**config.mk**
```make
export PLATFORM = sky130hd
export DESIGN_NAME = load_store_unit
export DESIGN_NICKNAME = d
export VERILOG_FILES = /design/src/rtl/load_store_unit_pkg.sv /design/src/rtl/load_store_unit_lane_align.sv /design/src/rtl/load_store_unit.sv
export SDC_FILE = /design/constraint.sdc
export NUM_CORES = 1
export LEC_CHECK = 0
export BUFFER_PORTS_ARGS = -buffer_cell sky130_fd_sc_hd__buf_2
export CELL_PAD_IN_SITES_DETAIL_PLACEMENT = 1
export CELL_PAD_IN_SITES_GLOBAL_PLACEMENT = 1
export CORE_MARGIN = 10
export CORE_UTILIZATION = 35
export DETAILED_ROUTE_END_ITERATION = 6
export HOLD_SLACK_MARGIN = 0.03
export PLACE_DENSITY_LB_ADDON = 0.25
export RECOVER_POWER = 25
export SYNTH_ARGS = -nofsm -noshare
export SYNTH_HDL_FRONTEND = slang
export SYNTH_SLANG_ARGS = --single-unit
```
**constraint.sdc**
```tcl
create_clock -name clk -period 4 [get_ports clk]
set_clock_uncertainty 0.1 [all_clocks]
set_input_delay 0.2 -clock clk [delete_from_list [all_inputs] [get_ports clk]]
set_output_delay 0.2 -clock clk [all_outputs]
set_load 0.02 [all_outputs]
```
**src/rtl/load_store_unit_pkg.sv**
```systemverilog
// Shared definitions for the load/store unit: RV32I funct3 codes, FSM states, size mask.
// Optional feature macro: LSU_MISALIGNED_SPLIT_EN (see load_store_unit.sv).
package load_store_unit_pkg;

  localparam logic [2:0] F3_LB  = 3'b000;
  localparam logic [2:0] F3_LH  = 3'b001;
  localparam logic [2:0] F3_LW  = 3'b010;
  localparam logic [2:0] F3_LBU = 3'b100;
  localparam logic [2:0] F3_LHU = 3'b101;
  localparam logic [2:0] F3_SB  = 3'b000;
  localparam logic [2:0] F3_SH  = 3'b001;
  localparam logic [2:0] F3_SW  = 3'b010;

  typedef enum logic [2:0] {
    ST_IDLE  = 3'd0,
    ST_REQ0  = 3'd1,
    ST_WAIT0 = 3'd2,
    ST_REQ1  = 3'd3,
    ST_WAIT1 = 3'd4,
    ST_RESP  = 3'd5
  } lsu_state_e;

  // Unshifted byte mask for an access size code (funct3[1:0]).
  function automatic logic [3:0] size_mask(input logic [1:0] sz);
    case (sz)
      2'b00:   size_mask = 4'b0001;
      2'b01:   size_mask = 4'b0011;
      2'b10:   size_mask = 4'b1111;
      default: size_mask = 4'b0000;
    endcase
  endfunction

endpackage

```
**src/rtl/load_store_unit_lane_align.sv**
```systemverilog
// Combinational byte-lane aligner: store data steering / byte mask, and load
// extraction with sign or zero extension across a two-word window.
module lsu_lane_align
  import load_store_unit_pkg::*;
(
  input  logic [1:0]  offset_i,
  input  logic [2:0]  funct3_i,
  input  logic [31:0] wdata_i,
  input  logic [31:0] rdata0_i,
  input  logic [31:0] rdata1_i,
  output logic [63:0] wsteer_o,
  output logic [7:0]  mask_o,
  output logic [31:0] rdata_o
);

  logic [31:0] rshift_s;
  logic [31:0] rshift_unused_s;

  assign mask_o   = {4'b0000, size_mask(funct3_i[1:0])} << offset_i;
  assign wsteer_o = {32'h0000_0000, wdata_i} << {offset_i, 3'b000};
  assign {rshift_unused_s, rshift_s} = {rdata1_i, rdata0_i} >> {offset_i, 3'b000};

  // Load result extension by width and signedness.
  always_comb begin
    case (funct3_i)
      F3_LB:   rdata_o = {{24{rshift_s[7]}}, rshift_s[7:0]};
      F3_LH:   rdata_o = {{16{rshift_s[15]}}, rshift_s[15:0]};
      F3_LW:   rdata_o = rshift_s;
      F3_LBU:  rdata_o = {24'h00_0000, rshift_s[7:0]};
      F3_LHU:  rdata_o = {16'h0000, rshift_s[15:0]};
      default: rdata_o = 32'h0000_0000;
    endcase
  end

endmodule

```
**src/rtl/load_store_unit.sv**
```systemverilog
// RV32I load/store unit driving a word-aligned, byte-enabled memory bus.
// Macro LSU_MISALIGNED_SPLIT_EN: split word-crossing accesses into two beats; otherwise they error.
module load_store_unit
  import load_store_unit_pkg::*;
#(
  parameter int ADDR_W = 32
) (
  input  logic              clk,
  input  logic              rst,
  input  logic              req_valid,
  output logic              req_ready,
  input  logic              req_write,
  input  logic [2:0]        req_funct3,
  input  logic [ADDR_W-1:0] req_addr,
  input  logic [31:0]       req_wdata,
  output logic              resp_valid,
  output logic [31:0]       resp_rdata,
  output logic              resp_err,
  output logic              mem_req,
  input  logic              mem_gnt,
  output logic              mem_we,
  output logic [ADDR_W-1:0] mem_addr,
  output logic [3:0]        mem_be,
  output logic [31:0]       mem_wdata,
  input  logic              mem_rvalid,
  input  logic [31:0]       mem_rdata
);

  lsu_state_e        state_q, state_d;
  logic              we_q, we_d;
  logic [2:0]        f3_q, f3_d;
  logic [1:0]        off_q, off_d;
  logic [31:0]       wdata_q, wdata_d;
  logic [31:0]       rdata0_q, rdata0_d;
  logic              req_ready_q;
  logic              resp_valid_q, resp_valid_d;
  logic [31:0]       resp_rdata_q, resp_rdata_d;
  logic              resp_err_q, resp_err_d;
  logic              mem_req_q, mem_req_d;
  logic              mem_we_q, mem_we_d;
  logic [ADDR_W-1:0] mem_addr_q, mem_addr_d;
  logic [3:0]        mem_be_q, mem_be_d;
  logic [31:0]       mem_wdata_q, mem_wdata_d;

  logic              idle_s, illegal_s, misalign_s;
  logic [1:0]        cur_off_s;
  logic [2:0]        cur_f3_s;
  logic [31:0]       cur_wdata_s, rd0_s, rd1_s, ld_s;
  logic [63:0]       wsteer_s;
  logic [7:0]        mask_s;

  // While idle the aligner sees the incoming request; afterwards the captured copy.
  assign idle_s      = (state_q == ST_IDLE);
  assign cur_off_s   = idle_s ? req_addr[1:0] : off_q;
  assign cur_f3_s    = idle_s ? req_funct3    : f3_q;
  assign cur_wdata_s = idle_s ? req_wdata     : wdata_q;
  assign rd0_s       = (state_q == ST_WAIT0) ? mem_rdata : rdata0_q;

  assign illegal_s = (req_funct3 == 3'b011) || (req_funct3[2:1] == 2'b11)
                  || (req_write && req_funct3[2]);

`ifdef LSU_MISALIGNED_SPLIT_EN
  logic [31:0] rdata1_q, rdata1_d;
  logic        split_s;
  assign rd1_s      = (state_q == ST_WAIT1) ? mem_rdata : rdata1_q;
  assign misalign_s = 1'b0;
  assign split_s    = (mask_s[7:4] != 4'b0000);
`else
  logic        unused_s;
  assign rd1_s      = 32'h0000_0000;
  assign misalign_s = ((req_funct3[1:0] == 2'b01) && req_addr[0])
                   || ((req_funct3[1:0] == 2'b10) && (req_addr[1:0] != 2'b00));
  assign unused_s   = ^{mask_s[7:4], wsteer_s[63:32]};
`endif

  lsu_lane_align u_align (
    .offset_i (cur_off_s),
    .funct3_i (cur_f3_s),
    .wdata_i  (cur_wdata_s),
    .rdata0_i (rd0_s),
    .rdata1_i (rd1_s),
    .wsteer_o (wsteer_s),
    .mask_o   (mask_s),
    .rdata_o  (ld_s)
  );

  // Next-state and next-output logic; outputs are registered from these values.
  always_comb begin
    state_d      = state_q;
    we_d         = we_q;
    f3_d         = f3_q;
    off_d        = off_q;
    wdata_d      = wdata_q;
    rdata0_d     = rdata0_q;
`ifdef LSU_MISALIGNED_SPLIT_EN
    rdata1_d     = rdata1_q;
`endif
    resp_valid_d = 1'b0;
    resp_err_d   = 1'b0;
    resp_rdata_d = resp_rdata_q;
    mem_req_d    = mem_req_q;
    mem_we_d     = mem_we_q;
    mem_addr_d   = mem_addr_q;
    mem_be_d     = mem_be_q;
    mem_wdata_d  = mem_wdata_q;
    case (state_q)
      ST_IDLE: begin
        if (req_valid) begin
          we_d    = req_write;
          f3_d    = req_funct3;
          off_d   = req_addr[1:0];
          wdata_d = req_wdata;
          if (illegal_s || misalign_s) begin
            state_d      = ST_RESP;
            resp_valid_d = 1'b1;
            resp_err_d   = 1'b1;
            resp_rdata_d = 32'h0000_0000;
          end else begin
            state_d     = ST_REQ0;
            mem_req_d   = 1'b1;
            mem_we_d    = req_write;
            mem_addr_d  = {req_addr[ADDR_W-1:2], 2'b00};
            mem_be_d    = mask_s[3:0];
            mem_wdata_d = wsteer_s[31:0];
          end
        end else begin
          state_d = ST_IDLE;
        end
      end
      ST_REQ0: begin
        if (mem_gnt) begin
          state_d   = ST_WAIT0;
          mem_req_d = 1'b0;
          mem_we_d  = 1'b0;
        end else begin
          state_d = ST_REQ0;
        end
      end
      ST_WAIT0: begin
        if (mem_rvalid) begin
          rdata0_d = mem_rdata;
`ifdef LSU_MISALIGNED_SPLIT_EN
          if (split_s) begin
            state_d     = ST_REQ1;
            mem_req_d   = 1'b1;
            mem_we_d    = we_q;
            mem_addr_d  = mem_addr_q + {{(ADDR_W-3){1'b0}}, 3'b100};
            mem_be_d    = mask_s[7:4];
            mem_wdata_d = wsteer_s[63:32];
          end else
`endif
          begin
            state_d      = ST_RESP;
            resp_valid_d = 1'b1;
            resp_rdata_d = we_q ? 32'h0000_0000 : ld_s;
          end
        end else begin
          state_d = ST_WAIT0;
        end
      end
`ifdef LSU_MISALIGNED_SPLIT_EN
      ST_REQ1: begin
        if (mem_gnt) begin
          state_d   = ST_WAIT1;
          mem_req_d = 1'b0;
          mem_we_d  = 1'b0;
        end else begin
          state_d = ST_REQ1;
        end
      end
      ST_WAIT1: begin
        if (mem_rvalid) begin
          rdata1_d     = mem_rdata;
          state_d      = ST_RESP;
          resp_valid_d = 1'b1;
          resp_rdata_d = we_q ? 32'h0000_0000 : ld_s;
        end else begin
          state_d = ST_WAIT1;
        end
      end
`endif
      ST_RESP: state_d = ST_IDLE;
      default: state_d = ST_IDLE;
    endcase
  end

  // State, captured request and registered outputs.
  always_ff @(posedge clk or negedge rst) begin
    if (!rst) begin
      state_q      <= ST_IDLE;
      we_q         <= 1'b0;
      f3_q         <= 3'b000;
      off_q        <= 2'b00;
      wdata_q      <= 32'h0000_0000;
      rdata0_q     <= 32'h0000_0000;
`ifdef LSU_MISALIGNED_SPLIT_EN
      rdata1_q     <= 32'h0000_0000;
`endif
      req_ready_q  <= 1'b1;
      resp_valid_q <= 1'b0;
      resp_rdata_q <= 32'h0000_0000;
      resp_err_q   <= 1'b0;
      mem_req_q    <= 1'b0;
      mem_we_q     <= 1'b0;
      mem_addr_q   <= {ADDR_W{1'b0}};
      mem_be_q     <= 4'b0000;
      mem_wdata_q  <= 32'h0000_0000;
    end else begin
      state_q      <= state_d;
      we_q         <= we_d;
      f3_q         <= f3_d;
      off_q        <= off_d;
      wdata_q      <= wdata_d;
      rdata0_q     <= rdata0_d;
`ifdef LSU_MISALIGNED_SPLIT_EN
      rdata1_q     <= rdata1_d;
`endif
      req_ready_q  <= (state_d == ST_IDLE);
      resp_valid_q <= resp_valid_d;
      resp_rdata_q <= resp_rdata_d;
      resp_err_q   <= resp_err_d;
      mem_req_q    <= mem_req_d;
      mem_we_q     <= mem_we_d;
      mem_addr_q   <= mem_addr_d;
      mem_be_q     <= mem_be_d;
      mem_wdata_q  <= mem_wdata_d;
    end
  end

  assign req_ready  = req_ready_q;
  assign resp_valid = resp_valid_q;
  assign resp_rdata = resp_rdata_q;
  assign resp_err   = resp_err_q;
  assign mem_req    = mem_req_q;
  assign mem_we     = mem_we_q;
  assign mem_addr   = mem_addr_q;
  assign mem_be     = mem_be_q;
  assign mem_wdata  = mem_wdata_q;

endmodule

```
Word-level counts from Yosys, hierarchy flattened:

Index checks and enable logic that the tools add are counted.

* register bits: 176
* latch bits: 0
* memory bits (writable): 0
* memory bits (read-only): 0
* output and inout bits: 105
* logic and storage cells: 83
* memories: 0

* $add $sub $neg: 0
* multiply operators: 0
* divide/modulo/power cells: 0
* magnitude comparators: 0
* equality and inequality tests: 17
* shift-type cells: 3
* muxes and demuxes: 28
* bitwise gates (word level): 1
* reduce and logical (&&, ||, !) cells: 19

Operator list (number)
* 32-bit two-way mux: 6
* 32-bit case mux with 5 select lines: 1
* 32-bit case mux with 2 select lines: 1
* 32-bit by 5-bit << shifter with 32-bit output: 1
* 32-bit by 5-bit right shift with 32-bit output: 1
* 3-bit two-way mux: 4
* 4-bit case mux with 3 select lines: 1
* 3-bit by 2-bit equality test with 1-bit output (second input constant): 3
* 3-bit zero test: 3
* 1-bit two-way mux: 9
* 3-bit case mux with 3 select lines: 1
* 2-bit inequality test (second input constant): 4
* 4-bit AND reduction: 2
* 2-bit equality test (second input constant): 3
* 3-bit by 1-bit equality test with 1-bit output (second input constant): 2
* 3-bit equality test (second input constant): 2
* 1-bit case mux with 2 select lines: 3
* 2-bit nonzero test: 3
* 2-bit by 1-bit equality test with 1-bit output (second input constant): 2
* 1-bit logical OR: 4
* 2-bit two-way mux: 2
* 2-bit AND reduction: 2
* 4-bit by 2-bit << shifter with 4-bit output: 1
* 1-bit logical AND: 3
* other kinds (4): 4

Logic depth before layout (Yosys ltp):

Gate-level depths: netlist of run 1.

* depth in word-level cells: 8
* mapped depth: 14
* gate-level depth less buffers: 9

Modules after synthesis:

From an unflattened synthesis of run 1, not the netlist that was laid out.

* cells, all modules: 877
* area total of the unflattened synthesis: 9950.8 µm²

By module, submodules not included
* load_store_unit: instances 1, cells an instance 622, area each 7691.1 µm², seq. area each 4405.5 µm²
* lsu_lane_align: instances 1, cells an instance 255, area each 2259.7 µm², seq. area each 0.0 µm²

Worst setup path after synthesis of run 1:

Ideal clock, no wire load.

* kind: flip-flop to flip-flop
* start: register state_q[0]
* end: register resp_rdata_q[24] (netlist: resp_rdata[24])
* setup time: 0.066 ns
* arrival: 2.937 ns
* required time: 3.834 ns
* setup slack: 0.896 ns
* cell stages (with the launch flop): 15
* cells stage by stage: dfrtp_1 buf_4 nor3_4 buf_6 buf_2 buf_1 mux2_2 inv_1 ha_1 inv_1 nor4_1 a31oi_1 a31oi_4 buf_6 a221o_1

* longest elaborated chain between the ends: 7
* elaborated cells on any way between the ends: 20
* those cells by class: eq/ne: 8; shift: 1; mux: 7; reduce/logical: 4

Ends and longest elaborated chain
* start, declared: line load_store_unit.sv:29 `lsu_state_e state_q, state_d;`
* start signal, assigned: line load_store_unit.sv:209 `state_q <= state_d;`
* 3-bit by 2-bit equality test with 1-bit output / 3-bit zero test (equally long branches): line load_store_unit.sv:57, load_store_unit.sv:106, load_store_unit.sv:53
* 32-bit two-way mux, or another cell as far along: line load_store_unit.sv:57 `assign rd0_s = (state_q == ST_WAIT0) ? mem_rdata : rdata0_q;`
* 32-bit by 5-bit right shift with 32-bit output, or another cell as far along: line load_store_unit_lane_align.sv:21 `assign {rshift_unused_s, rshift_s} = {rdata1_i, rdata0_i} >> {offset_i, 3'b000};`
* 32-bit case mux with 5 select lines: line load_store_unit_lane_align.sv:25 `case (funct3_i)`
* 32-bit two-way mux: line load_store_unit.sv:155 `resp_rdata_d = we_q ? 32'h0000_0000 : ld_s;`
* 32-bit two-way mux: line load_store_unit.sv:140 `if (mem_rvalid) begin`
* 32-bit case mux with 2 select lines: line load_store_unit.sv:106 `case (state_q)`
* end signal, assigned: line load_store_unit.sv:220 `resp_rdata_q <= resp_rdata_d;`
* end, declared: line load_store_unit.sv:37 `logic [31:0] resp_rdata_q, resp_rdata_d;`

Parallel ways exist; a longest one is shown, timed or not. The select of a mux whose other input is x is not followed.
A chain may end at the register's enable or synchronous reset.

Worst setup path after layout of run 1:

* start: register state_q[0]
* end: register resp_rdata_q[23] (netlist: resp_rdata[23])

The elaborated chain is that of the path after synthesis.

==> results of run 1 <==
## timing repair
item	CTS	global route
resized for setup	0	0
endpoints found under the hold margin	200	0
hold buffers	96	0
## sequential cells by signal, indices dropped and copies added, names as in the netlist
register and cells:
resp_rdata 32, resp_err 1, off_q 2, mem_req 1, wdata_q 32, state_q 3, resp_valid 1, mem_be 4
mem_addr 30, req_ready 1, mem_we 1, f3_q 3, mem_wdata 32, we_q 1, rdata0_q 25
## logic make-up (layout without fill, tap and decap cells)
| family | count (synthesis) | after routing |
|---|---|---|
| and+or+nand+nor | 257 | 257 |
| buffers and inverters | 71 | 361 |
| adders and majority gates | 4 | 4 |
| DFF | 169 | 169 |
| muxes | 137 | 137 |
| AOI/OAI and AO/OA | 166 | 166 |
| other | 1 | 4 |
## metal layers
layer / global-route usage [%] / up-vias
li1: - / 3365
met1: 23.9 / 3555
met2: 31.1 / 175
met5: 0 / -
met3: 4.07 / 23
met4: 4.42 / 0
## final timing paths
check,to,cells after the start,slack [ps],from
min,state_q[0],5,110,mem_gnt
max,resp_rdata[23],6,940,state_q[0]
max in group asynchronous,mem_addr[24],2,1120,rst
min in group asynchronous,wdata_q[8],2,1090,rst
min reg2reg,wdata_q[29],2,370,wdata_q[29]
max reg2reg,resp_rdata[23],6,940,state_q[0]
## layout by cell type (no fill, tap or decap), types with 3 or more instances in the layout
cell type and count:
clkinv_4 3, ha_1 4, clkbuf_1 105, nand2_1 174
nor2_1 49, nor2b_1 16, bufinv_16 3, a21oi_1 47
inv_1 14, o221ai_1 8, dfrtp_1 168, a22o_1 9
a211oi_1 18, o31a_1 7, clkbuf_16 17, buf_2 104
a221o_1 17, nand3_1 4, o31ai_1 9, mux2_2 74
o21ai_0 42, dlygate4sd3_1 96, mux2i_1 60, buf_4 12
## metrics by stage
| stage | power [mW] | util (%) | hold WS, ps | area [um^2] | instances |
|---|---|---|---|---|---|
| 4_1_cts | 9.36 | 47.7 | 94.7 | 11100 | 1415 |
| 6_report | 9.19 | 47.2 | 114 | 11000 | 1417 |
| 5_1_grt | 9.90 | 47.2 | 115 | 11000 | 1417 |
| 2_1_floorplan | 6.04 | - | -196 | 8260 | 806 |
| 3_3_place_gp | 7.45 | 41.0 | 313 | 9580 | 1288 |
| 3_5_place_dp | 7.54 | 41.0 | 318 | 9580 | 1288 |
## final cells by class
| class | instances | area (um^2) |
|---|---|---|
| diodes | 2 | 5.00 |
| clock buffers | 21 | 450 |
| clock inverters | 10 | 145 |
| fillers | 2673 | 12300 |
| inverters | 14 | 52.6 |
| multi-input cells | 566 | 3740 |
| flip-flops and latches | 169 | 4230 |
| well taps | 319 | 399 |
| repair buffers | 316 | 1980 |
## power groups by stage
| stage | Combinational [mW] | Clock [mW] | Sequential [mW] |
|---|---|---|---|
| 5_1_grt | 5.05 | 1.81 | 3.04 |
| 3_5_place_dp | 4.59 | 0 | 2.94 |
| 4_1_cts | 4.70 | 1.74 | 2.91 |
| 2_1_floorplan | 2.67 | 0 | 3.36 |
| 6_report | 4.56 | 1.69 | 2.94 |
| 3_3_place_gp | 4.53 | 0 | 2.91 |
## worst reg2reg max path, delay by kind of cell, from the launching register on
kind / cells / cell delay (ps)
compound gates: 3 / 870
flops: 1 / 490
mux: 2 / 990
simple gates: 1 / 550
==> flow_metrics.env, run 1 <==
export IMPL_synthArstFlopShare_pct=100
export IMPL_synth_compound_area_share_pct=13.5
export IMPL_critPathMaxStageDelay_ps=590
export IMPL_root_buffer="clkbuf_16"
export IMPL_post_place_ws_ps=968
export IMPL_ys_flop_type="dfrtp_1"
export IMPL_wl_met2_um=13500
export IMPL_area_delta_synth_final_pct=33.3
export IMPL_synth_warnings=0
export IMPL_ant_nets=0
export IMPL_clk_path_buf_depth=2
export IMPL_mappedNetlistArea_mm2=0.00826
export IMPL_crit_slowest_cell="mux2i_4"
export IMPL_worstPathMaxFanout=16
export IMPL_clk_latency_ps=430
export IMPL_start_kind="register"
export IMPL_synth_top_cell_area_share_pct=50.9
export IMPL_netlist_top_cells_area="dfrtp_1, mux2_2, nand2_1"
export IMPL_sw_frac_of_total_pct=44.7
export IMPL_fp_dieW_um=174
export IMPL_drc=0
export IMPL_grt_max_degree=106
export IMPL_seqPwrFrac_pct=32.0
export IMPL_avgSynthCellArea_um2=10.3
export IMPL_hp_class="in -> reg"
export IMPL_clkTransAtPathRegs_ps=70
export IMPL_rsz0062_at_grt="no"
export IMPL_grt_usage_pct=18.5
export IMPL_synth_top_family_by_area="multiplexers"
export IMPL_switchingPower_mw=4.10
export IMPL_dpl_hpwl_um=18900
export IMPL_worstPathCellList="nor3_4 > mux2i_4 > mux2i_1 > a31oi_1 > a31oi_4 > a221o_1"
export IMPL_rows=56
export IMPL_routed_wl_um=27800
export IMPL_violations="capacitance limit, slew limit"
export IMPL_timing_final_ws_setup_ps=938
export IMPL_detail_route_wl_per_cell_um=19.6
export IMPL_synth_most_common_cell="nand2_1"
export IMPL_synth_top_cells_by_count="nand2_1, dfrtp_1, mux2_2"
export IMPL_post_cts_buffers=0
export IMPL_intPower_mw=5.08
export IMPL_status="finished, violations left"
export IMPL_tns_ps=0
export IMPL_slew_limit_headroom_pct=-84.2
export IMPL_synth_simple_area_share_pct=12.8
export IMPL_gr_total_overflow=0
export IMPL_grt_pass1_vias=7772
export IMPL_grt_pass1_wl_um=45000
export IMPL_vias=7118
export IMPL_cts_buffers=17
export IMPL_cts_tree="built"
export IMPL_cts_max_level=4
export IMPL_portBuffers=207
export IMPL_maxSlewViolCount=105
export IMPL_cp_end_kind="register"
export IMPL_cp_top_family="multiplexers"
export IMPL_postSynthCellCount=805
export IMPL_power_density_mw_per_mm2=835
export IMPL_ir_drop_uv=425
export IMPL_nets=1193
export IMPL_place_gp_congestion=0.778
export IMPL_met1Wirelength_um=12700
export IMPL_topRoutingLayerUsed="met4"
export IMPL_design_core_area_mm2=0.0233
export IMPL_crit_type="reg -> reg"
export IMPL_antenna_found_initial=2
export IMPL_path_buf_inv=0
export IMPL_firstDrtPassIters=4
export IMPL_dieArea_mm2=0.0301
export IMPL_yosysUniqueCellTypes=43
export IMPL_finalWorstPathRequiredPeriod_ps=3060
export IMPL_p_leak_nw=5.07
export IMPL_fp_dieH_um=174
export IMPL_cp_arrival_ps=3320
export IMPL_vias_per_cell=5.02
export IMPL_tightest_slew_ps=2760
export IMPL_worstPathRequired_ps=4260
export IMPL_hold_violations=0
export IMPL_maxCapViolCount=1
export IMPL_post_route_cells_drive_above_1_share_pct=21.2
export IMPL_max_freq_mhz=327
export IMPL_finalSetupViolCount=0
export IMPL_synth_mux_area_share_pct=18.1
export IMPL_p_clk_share_pct=18.4
export IMPL_synth_edf_count=0
export IMPL_drtIter0Drc=384
export IMPL_combinationalPowerShare_pct=49.6
export IMPL_met3_length_um=1310
export IMPL_fin_crit_sh_pct=76.5
export IMPL_synthAdderAreaFrac_pct=0.606
export IMPL_cts_sinks=169
export IMPL_synthXorXnorAreaFrac_pct=0
export IMPL_yosysTopAreaCell="dfrtp_1"
export IMPL_seq_area_frac_synth_pct=51.2
export IMPL_start_util_pct=35.4
export IMPL_synth_seq_cells=169
export IMPL_io_pins=210
(Power assumes the default switching activity.)
==> run 2, diff against run 1 <==
Clock period 4 ns to 3 ns, I/O delays scaled along.
==> run 2 against run 1 <==
Compared with the run above:
- the run now ends clean
- clock power increased by 34%
- global-route usage up 0.094 points
- power grew 36%
- die area is the same
- critical path depth up 3
==> flow_metrics.env, run 2 (synthesis gave the netlist of run 1 again) <==
export IMPL_post_cts_buffers=0
export IMPL_post_route_cells_drive_above_1_share_pct=31.3
export IMPL_diodes=0
export IMPL_start_kind="register"
export IMPL_r2r_slack_ps=250
export IMPL_vias=7100
export IMPL_drtIter0Drc=437
export IMPL_p_clk_share_pct=18.2
export IMPL_grt_usage_pct=18.6
export IMPL_cts_buffers=17
export IMPL_fin_area_mm2=0.0112
export IMPL_maxCapViolCount=0
export IMPL_r2r_cells=9
export IMPL_sw_frac_of_total_pct=44.2
export IMPL_start_util_pct=35.4
export IMPL_max_freq_mhz=364
export IMPL_crit_slowest_cell="dfrtp_1"
export IMPL_grt_pass1_vias=7871
export IMPL_hold_violations=0
export IMPL_p_leak_nw=5.51
export IMPL_tightest_slew_ps=1400
export IMPL_switchingPower_mw=5.51
export IMPL_use_met1_pct=23.4
export IMPL_path_buf_inv=2
export IMPL_status="completed"
export IMPL_hp_class="in -> reg"
export IMPL_place_area_mm2=0.00969
export IMPL_gr_total_overflow=0
export IMPL_root_buffer="clkbuf_16"
export IMPL_worstPathMaxFanout=16
export IMPL_grt_max_degree=97
export IMPL_finalNonFillerCells=1426
export IMPL_grt_pass1_wl_um=45200
export IMPL_crit_top_cell="inv_1"
export IMPL_cts_tree="built"
export IMPL_grt_met2_usage_pct=31.7
export IMPL_place_gp_congestion=0.810
export IMPL_worstHoldPathCells=5
export IMPL_cp_arrival_ps=3020
export IMPL_cp_top_family="compound AO/OA/AOI/OAI gates"
export IMPL_io_pins=210
export IMPL_finalSetupViolCount=0
export IMPL_dpl_hpwl_um=19400
export IMPL_ant_nets=0
export IMPL_top_usage_layer="met2"
export IMPL_fin_crit_sh_pct=91.7
export IMPL_met3_usage_pct=4.55
export IMPL_portBuffers=207
export IMPL_fp_dieW_um=174
export IMPL_worstPathRequired_ps=3270
export IMPL_min_from="mem_gnt"
export IMPL_hold_end="state_q[0]"
export IMPL_critPathMaxStageDelay_ps=490
export IMPL_worstPathCellList="nor3_4 > mux2_2 > inv_1 > ha_1 > inv_1 > nor4_1 > a31oi_1 > a31oi_4 > a221o_1"
export IMPL_hold_ws_ps=66.8
export IMPL_antenna_found_initial=0
export IMPL_drc=0
export IMPL_design_core_area_mm2=0.0233
export IMPL_final_common_cell="buf_2"
export IMPL_finalWorstPathRequiredPeriod_ps=2750
export IMPL_area_delta_synth_final_pct=35.9
export IMPL_power_density_mw_per_mm2=1110
export IMPL_fp_dieH_um=174
export IMPL_cts_max_level=4
export IMPL_intPower_mw=6.96
export IMPL_rr_endpoint="resp_rdata[26]"
export IMPL_crit_type="reg -> reg"
export IMPL_clkTransAtPathRegs_ps=70
export IMPL_detail_route_wl_per_cell_um=19.8
export IMPL_seqPwrFrac_pct=31.5
export IMPL_r2r_start="state_q[0]"
export IMPL_slew_limit_headroom_pct=6.42
export IMPL_layout_common_cells="buf_2, nand2_1, dfrtp_1"
export IMPL_nets=1203
export IMPL_firstDrtPassIters=4
export IMPL_tns_ps=0
export IMPL_maxSlewViolCount=0
export IMPL_vias_per_cell=4.98
export IMPL_cp_end_kind="register"
export IMPL_clk_latency_ps=430
export IMPL_rsz0062_at_grt="no"
export IMPL_ir_drop_uv=548
export IMPL_combinationalPowerShare_pct=50.3
export IMPL_clk_path_buf_depth=2
export IMPL_routed_wl_um=28200
export IMPL_place_inst=1298
export IMPL_rows=56
export IMPL_dieArea_mm2=0.0301
export IMPL_cts_sinks=169
[run 2: worst max-delay path by stage]
stage / slack, ps / depth (start not counted) / endpoint / startpoint
after floorplan: 10 / 14 / resp_rdata[24] / state_q[0]
after CTS: 230 / 9 / resp_rdata[26] / state_q[0]
after global routing: 50 / 9 / resp_rdata[27] / state_q[0]
after detailed placement: 270 / 9 / resp_rdata[18] / state_q[0]
after global placement: 380 / 9 / resp_rdata[29] / state_q[0]
final: 250 / 9 / resp_rdata[26] / state_q[0]
[run 2: layer usage]
metal  vias up  wire length (um)
met5         -                 0
met4         0               344
met3        19              1370
met2       176             14000
met1      3517             12500
li1       3388                 -
[run 2: stage by stage]
stage / util, % / power [mW] / setup slack [ps]
6_report: 48.1 / 12.5 / 250
5_1_grt: 48.1 / 13.5 / 46.6
4_1_cts: 48.2 / 12.6 / 229
3_5_place_dp: 41.5 / 10.2 / 269
3_3_place_gp: 41.5 / 9.99 / 379
2_1_floorplan: - / 8.05 / 12.4
[run 2: layout make-up]
cell class | instances | area (um^2)
Clock buffer | 19 | 443
Clock inverter | 13 | 161
Fill cell | 2690 | 12100
Inverter | 14 | 52.6
Multi-Input combinational cell | 566 | 3740
Sequential cell | 169 | 4230
Tap cell | 319 | 399
Timing Repair Buffer | 326 | 2190
[run 2: timing repair]
action,4_1_cts,5_1_grt
hold endpoints to repair,154,0
endpoints found under the setup margin,0,0
hold buffers,96,0
gates resized for setup,0,0
[run 2: power groups by stage]
stage | Sequential (mW) | Combinational [mW] | Clock [mW]
global route | 4.07 | 6.95 | 2.43
detailed placement | 3.96 | 6.20 | 0
CTS | 3.93 | 6.34 | 2.33
global placement | 3.91 | 6.07 | 0
floorplan | 4.49 | 3.57 | 0
finish | 3.93 | 6.28 | 2.27
[run 2: worst reg2reg max path: stages, from the launching register on]
cell	delay [ps]
dfrtp_1	490
nor3_4	220
mux2_2	390
inv_1	90
ha_1	200
inv_1	60
nor4_1	320
a31oi_1	120
a31oi_4	490
a221o_1	200
